--- config.mk ---
export PLATFORM = sky130hd
export DESIGN_NAME = udp_line_scheduler
export DESIGN_NICKNAME = d
export VERILOG_FILES = /design/src/rtl/udp_line_scheduler.sv
export SDC_FILE = /design/constraint.sdc
export NUM_CORES = 1
export LEC_CHECK = 0
export ABC_AREA = 1
export CAP_MARGIN = 20
export CORE_ASPECT_RATIO = 1.4
export CORE_MARGIN = 2
export CORE_UTILIZATION = 48
export DETAILED_ROUTE_END_ITERATION = 7
export PLACE_DENSITY = 0.87
export SKIP_LAST_GASP = 1
export SLEW_MARGIN = 20
export SYNTH_ARGS = -nofsm -noshare
export SYNTH_HDL_FRONTEND = slang
export SYNTH_SLANG_ARGS = --single-unit
--- constraint.sdc ---
create_clock -name clk -period 1.6 [get_ports clk]
set_input_delay 0.24 -clock clk [delete_from_list [all_inputs] [get_ports clk]]
set_output_delay 0.24 -clock clk [all_outputs]
set_load 0.005 [all_outputs]
--- src/rtl/udp_line_scheduler.sv ---
// rtl/udp_line_scheduler.sv - round-robin UDP line transmit scheduler
// Grants one camera line at a time, triggers udp_packet, counts payload bytes, then holds an inter-packet gap.
module udp_line_scheduler #(
  parameter int LINE_BYTES = 1280,
  parameter int ROW_W      = 11,
  parameter int GAP_CYC    = 64,
  parameter int TIMEOUT    = 4096
) (
  input  logic             clk,
  input  logic             rst,
  input  logic             en,
  input  logic [1:0]       req,
  input  logic [ROW_W-1:0] row0,
  input  logic [ROW_W-1:0] row1,
  input  logic             tx_read_en,
  output logic [1:0]       grant,
  output logic             trig,
  output logic [15:0]      index,
  output logic             busy,
  output logic             err
);

  localparam int CNT_W = $clog2(LINE_BYTES + 1);
  localparam int GAP_W = $clog2(GAP_CYC + 1);
  localparam int TMO_W = $clog2(TIMEOUT);
  localparam logic [CNT_W-1:0] LAST_BYTE = CNT_W'(LINE_BYTES - 1);
  localparam logic [GAP_W-1:0] GAP_LAST  = GAP_W'(GAP_CYC - 1);
  localparam logic [TMO_W-1:0] TMO_LIMIT = TMO_W'(TIMEOUT - 1);

  typedef enum logic [2:0] {
    S_IDLE,
    S_GRANT,
    S_TRIG,
    S_XFER,
    S_GAP
  } state_t;

  state_t           state_q, state_d;
  logic             sel_q, sel_d;
  logic             last_q, last_d;
  logic [3:0]       seq_q, seq_d;
  logic [15:0]      index_q, index_d;
  logic [CNT_W-1:0] cnt_q, cnt_d;
  logic [GAP_W-1:0] gap_q, gap_d;
  logic [TMO_W-1:0] tmo_q, tmo_d;
  logic             err_q, err_d;

  always_ff @(posedge clk or posedge rst) begin
    if (rst) begin
      state_q <= S_IDLE;
      sel_q   <= 1'b0;
      last_q  <= 1'b1;
      seq_q   <= 4'd0;
      index_q <= 16'd0;
      cnt_q   <= '0;
      gap_q   <= '0;
      tmo_q   <= '0;
      err_q   <= 1'b0;
    end else begin
      state_q <= state_d;
      sel_q   <= sel_d;
      last_q  <= last_d;
      seq_q   <= seq_d;
      index_q <= index_d;
      cnt_q   <= cnt_d;
      gap_q   <= gap_d;
      tmo_q   <= tmo_d;
      err_q   <= err_d;
    end
  end

  always_comb begin
    state_d = state_q;
    sel_d   = sel_q;
    last_d  = last_q;
    seq_d   = seq_q;
    index_d = index_q;
    cnt_d   = cnt_q;
    gap_d   = gap_q;
    tmo_d   = tmo_q;
    err_d   = err_q;
    grant   = 2'b00;
    trig    = 1'b0;

    // A byte strobe while no packet is in flight means udp_packet and the scheduler disagree.
    if (tx_read_en && (state_q != S_XFER)) begin
      err_d = 1'b1;
    end

    case (state_q)
      S_IDLE: begin
        if (en && (|req)) begin
          sel_d   = (req == 2'b11) ? ~last_q : req[1];
          state_d = S_GRANT;
        end
      end
      S_GRANT: begin
        grant   = sel_q ? 2'b10 : 2'b01;
        index_d = {sel_q, seq_q, (sel_q ? row1 : row0)};
        last_d  = sel_q;
        seq_d   = seq_q + 4'd1;
        state_d = S_TRIG;
      end
      S_TRIG: begin
        trig    = 1'b1;
        cnt_d   = '0;
        tmo_d   = '0;
        state_d = S_XFER;
      end
      S_XFER: begin
        tmo_d = tmo_q + TMO_W'(1);
        if (tx_read_en) begin
          cnt_d = cnt_q + CNT_W'(1);
        end
        if (tx_read_en && (cnt_q == LAST_BYTE)) begin
          gap_d   = '0;
          state_d = S_GAP;
        end else if (tmo_d == TMO_LIMIT) begin
          err_d   = 1'b1;
          gap_d   = '0;
          state_d = S_GAP;
        end
      end
      S_GAP: begin
        if (gap_q == GAP_LAST) begin
          state_d = S_IDLE;
        end else begin
          gap_d = gap_q + GAP_W'(1);
        end
      end
      default: state_d = S_IDLE;
    endcase
  end

  assign index = index_q;
  assign busy  = (state_q != S_IDLE);
  assign err   = err_q;

endmodule

Word level (Yosys, flattened, before mapping)
Cells that the tools add are included.

Register bits after elaboration: 56. Output and inout bits: 21.

Add/subtract/negate cells: 4. Equality and inequality tests: 14. Muxes and demuxes: 21. Bitwise gates (word level): 1. Reduce and logical (&&, ||, !) cells: 12.

Operator list (count): case mux 12 bit (2 select lines) (1); two-way mux 11 bit (2); case mux 11 bit (2 select lines) (1); two-way mux 7 bit (3); case mux 3 bit (5 select lines) (1); case mux 7 bit (2 select lines) (1); adder 12 x 1 -> 12 bit, second input constant (1); equality test 12 bit, second input constant (1); two-way mux 3 bit (4); adder 11 x 1 -> 11 bit, second input constant (1); equality test 11 bit, second input constant (1); != test 2 bit, second input constant (4); adder 7 x 1 -> 7 bit, second input constant (1); equality test 7 x 6 -> 1 bit, second input constant (1); equality test 3 x 2 -> 1 bit, second input constant (2); two-way mux 1 bit (6); AND reduction 3 bit (2); adder 4 x 1 -> 4 bit, second input constant (1); two-way mux 2 bit (2); AND reduction 2 bit (2); nonzero test 2 bit (2); equality test 3 x 1 -> 1 bit, second input constant (1); equality test 3 bit, second input constant (1); logical AND 1 bit (3); other kinds (7) (7).

Longest topological paths before layout
Word-level depth: 6. Depth in mapped cells: 13. Mapped depth without buffers: 13.

Worst setup path before layout
No wires, ideal clock.

Kind: reg2reg. From: register tmo_q[0]. To: register gap_q[4]. Library setup time: 0.117 ns. Arrival: 1.427 ns. Required time: 1.483 ns. Slack: 0.056 ns. Cell stages (with the launch flop): 14. Cell sequence: dfrtp_1 ha_1 inv_1 nor2_4 nand2_1 nand2_1 nand2_1 nand2_1 nor2_2 nand3_2 nand2_4 nand2_4 nand2_1 nand2_1.

Word-level cells in the longest chain between the ends: 4.

RTL lines: start: declaration (RTL line 45) `logic [TMO_W-1:0] tmo_q, tmo_d;`; start signal: assignment (RTL line 67) `tmo_q <= tmo_d;`; adder 12 x 1 -> 12 bit (RTL line 111) `tmo_d = tmo_q + TMO_W'(1);`; equality test 12 bit (RTL line 118) `end else if (tmo_d == TMO_LIMIT) begin`; != test 3 bit (no line); AND reduction 3 bit (no line); end signal: assignment (RTL line 66) `gap_q <= gap_d;`; end: declaration (RTL line 44) `logic [GAP_W-1:0] gap_q, gap_d;`.

Every way passes these cells. A chain may end at the register's enable or synchronous reset.

Worst setup path after layout
From: register tmo_q[1]. To: register gap_q[3].

The elaborated chain is that of the path after synthesis.

==> impl_metrics.yaml <==
floorplan:
  rows: 33
  initial_utilization_pct: 49.5
  die_area_sq_mm: 0.00669
  ioPinCount: 49
  die_h_um: 96.0
  core_sq_mm: 0.00586
  die_w_um: 69.7
power:
  finalPower_mw: 2.86
  powerDensity_mw_per_mm2: 691
  ir_drop_mv: 0.577
  power_leakage_nw: 1.92
detailed_routing:
  firstDrtPassIters: 4
  vias: 2856
  antenna_left: 0
  vias_per_cell: 5.38
  wl_per_cell_um: 15.9
  drtIter0Drc: 219
  wl_mm: 8.46
  drc: 0
logic_synthesis:
  syn_nets: 394
  yosysUniqueCellTypes: 31
  syn_inst: 360
  yosysSeqAreaShare_pct: 48.3
  synthArstFlopShare_pct: 100
  synth_seq_cells: 56
  ys.flop_type: "dfrtp_1"
  netlist_area_sq_mm: 0.00290
  synth_warnings: 0
  syn_area_per_cell_sq_um: 8.06
  synth_edf_count: 0
cells_and_area:
  drive_gt1_share_pct: 28.0
  diodes: 0
  fin_area_sq_mm: 0.00414
  fin_nets: 494
  syn2layout_area_growth_pct: 42.7
hold_path:
  worstHoldPathType: "in2async"
sta:
  whs_ns: 0.218
  slew_violations: 0
  tns_ns: -2.37
  min_period_ns: 1.81
  post-route-period-util_pct: 113
  worst_pin_slew_ns: 0.348
  fin_ws_ns: -0.214
  rsz0062_at_grt: "true"
  finalHoldViolCount: 0
  setup_viol_count_final: 18
  slew-limit-headroom_pct: 76.6
  max_freq_mhz: 551
  finClkSkew_ns: 0.0101
global_route:
  grtUsageTotal_pct: 22.2
  grt_pass1_wl_mm: 11.8
  antenna_found_initial: 0
  grt_max_degree: 28
  grt-ovfl-total: 0
  first_global_vias: 2799
placement:
  placed_area_sq_mm: 0.00366
  gp_congestion: 0.915
  port_buffers: 48
  place_hpwl_mm: 5.08
  pre_cts_ws_ns: -0.106
clock_network:
  numCtsBuffers: 5
  clock-sinks: 56
  cts_buffer_depth: 2
  cts_max_level: 2
  cts_tree: "done"
  hold_buffers: 0
  insertion_delay_ns: 0.31
  root_buffer: "clkbuf_8"
  path_clk_slew_ns: 0.10
critical_path:
  worst_setup_path_end_kind: "flop"
  crit_type: "reg2reg"
  cp.arrival_ns: 2.03
  cp_max_fo: 8
  critPathLaunchType: "flop"
  critPathRequiredTime_ns: 1.81
flow_run:
  max_cap_violations: 0
status:
  status: "finished with violations"
  violations: "negative setup slack"
==> through the flow <==
stage               instances  util (%)
finish                    531      70.6
detailed placement        498      62.4
floorplan                 360         -
global placement          498      62.4
CTS                       517      66.0
global route              531      70.6
==> cell usage after synthesis, types with 5 or more instances <==
cell type / n / area share [%]
inv_2: 5 / 0.65
nand3_1: 28 / 4.8
nor2_1: 20 / 2.6
nor2_4: 5 / 1.9
inv_1: 38 / 4.9
nand2_1: 120 / 16
ha_1: 6 / 2.6
a21oi_1: 7 / 1.2
nand2_2: 5 / 1.1
nand4_1: 6 / 1.3
dfrtp_1: 55 / 47
o21ai_1: 6 / 1.0
o21ai_0: 21 / 3.6
==> flip-flops by register name, summed over array words and instances, names as in the netlist <==
name     cells
index       16
tmo_q       12
cnt_q       11
gap_q        7
seq_q        4
state_q      3
err          1
last_q       1
sel_q        1
==> layout by cell type, fill, tap and decap left out, types with 8 or more instances in the layout <==
cell             instances
dfrtp_1                 52
nand3_1                 23
nand2_1                112
buf_6                    8
nand2_2                 11
nor2_4                   9
nor2_1                  14
clkdlybuf4s50_1         44
o21ai_0                 19
buf_4                   41
inv_1                   33
==> layout make-up <==
cell class,instances,area [sq um]
Fill cell,373,1720
Multi-Input combinational cell,256,1470
Sequential cell,56,1410
Timing Repair Buffer,98,893
Inverter,43,173
Tap cell,70,87.6
Clock buffer,6,72.6
Clock inverter,2,35.0
==> where the power goes <==
part	total, mW	internal, mW	switching (mW)
sequential	1.56	1.49	0.0707
combinational	0.372	0.175	0.197
clock	0.935	0.466	0.469
total	2.86	2.13	0.737
==> logic make-up after synthesis <==
group / synth area share (%)
AO/OA/AOI/OAI: 7.03
XOR/XNOR: 1.21
buffers and inverters: 6.47
AND/OR/NAND/NOR: 34.4
flip-flops: 48.3
adder cells (fa/ha/maj): 2.59
==> what timing repair did <==
item,CTS,global route
gates cloned,0,0
pin swaps,4,13
buffers inserted,11,14
gates resized for setup,27,46
endpoints found under the setup margin,15,24
==> path summary, 6_finish.rpt <==
kind / cells past startpoint / start / end / slack (ns)
setup / recovery: 12 / tmo_q[1]$_DFFE_PP0N_ / gap_q[3]$_DFFE_PP0P_ / -0.21
hold / removal: 2 / rst / seq_q[0]$_DFFE_PP0N_ / 0.22
setup reg to reg: 12 / tmo_q[1]$_DFFE_PP0N_ / gap_q[3]$_DFFE_PP0P_ / -0.21
hold reg to reg: 2 / index[13]$_DFFE_PP0N_ / index[13]$_DFFE_PP0N_ / 0.50
max in group asynchronous: 3 / rst / last_q$_DFFE_PP1N_ / 0.92
min in group clk: 3 / row0[3] / index[3]$_DFFE_PP0N_ / 0.48
==> critical path: stages, from the launching register on <==
cell	delay [ns]
dfrtp_2	0.47
buf_6	0.14
nand2_4	0.06
nor2_4	0.21
nand3_1	0.10
nand2_1	0.09
nand2_1	0.09
nor2_2	0.15
nand3_2	0.10
nand2_4	0.11
nand2_8	0.08
nand2_1	0.06
nand2_1	0.06
==> per-layer routing <==
metal / vias up / track usage [%] / routed length (um)
li1: 1342 / - / -
met1: 1360 / 21.6 / 2970
met2: 120 / 44.9 / 4620
met3: 34 / 5.13 / 502
met4: 0 / 8.81 / 370
met5: - / 0 / 0
No activity file was read; power rests on OpenSTA's default activity.
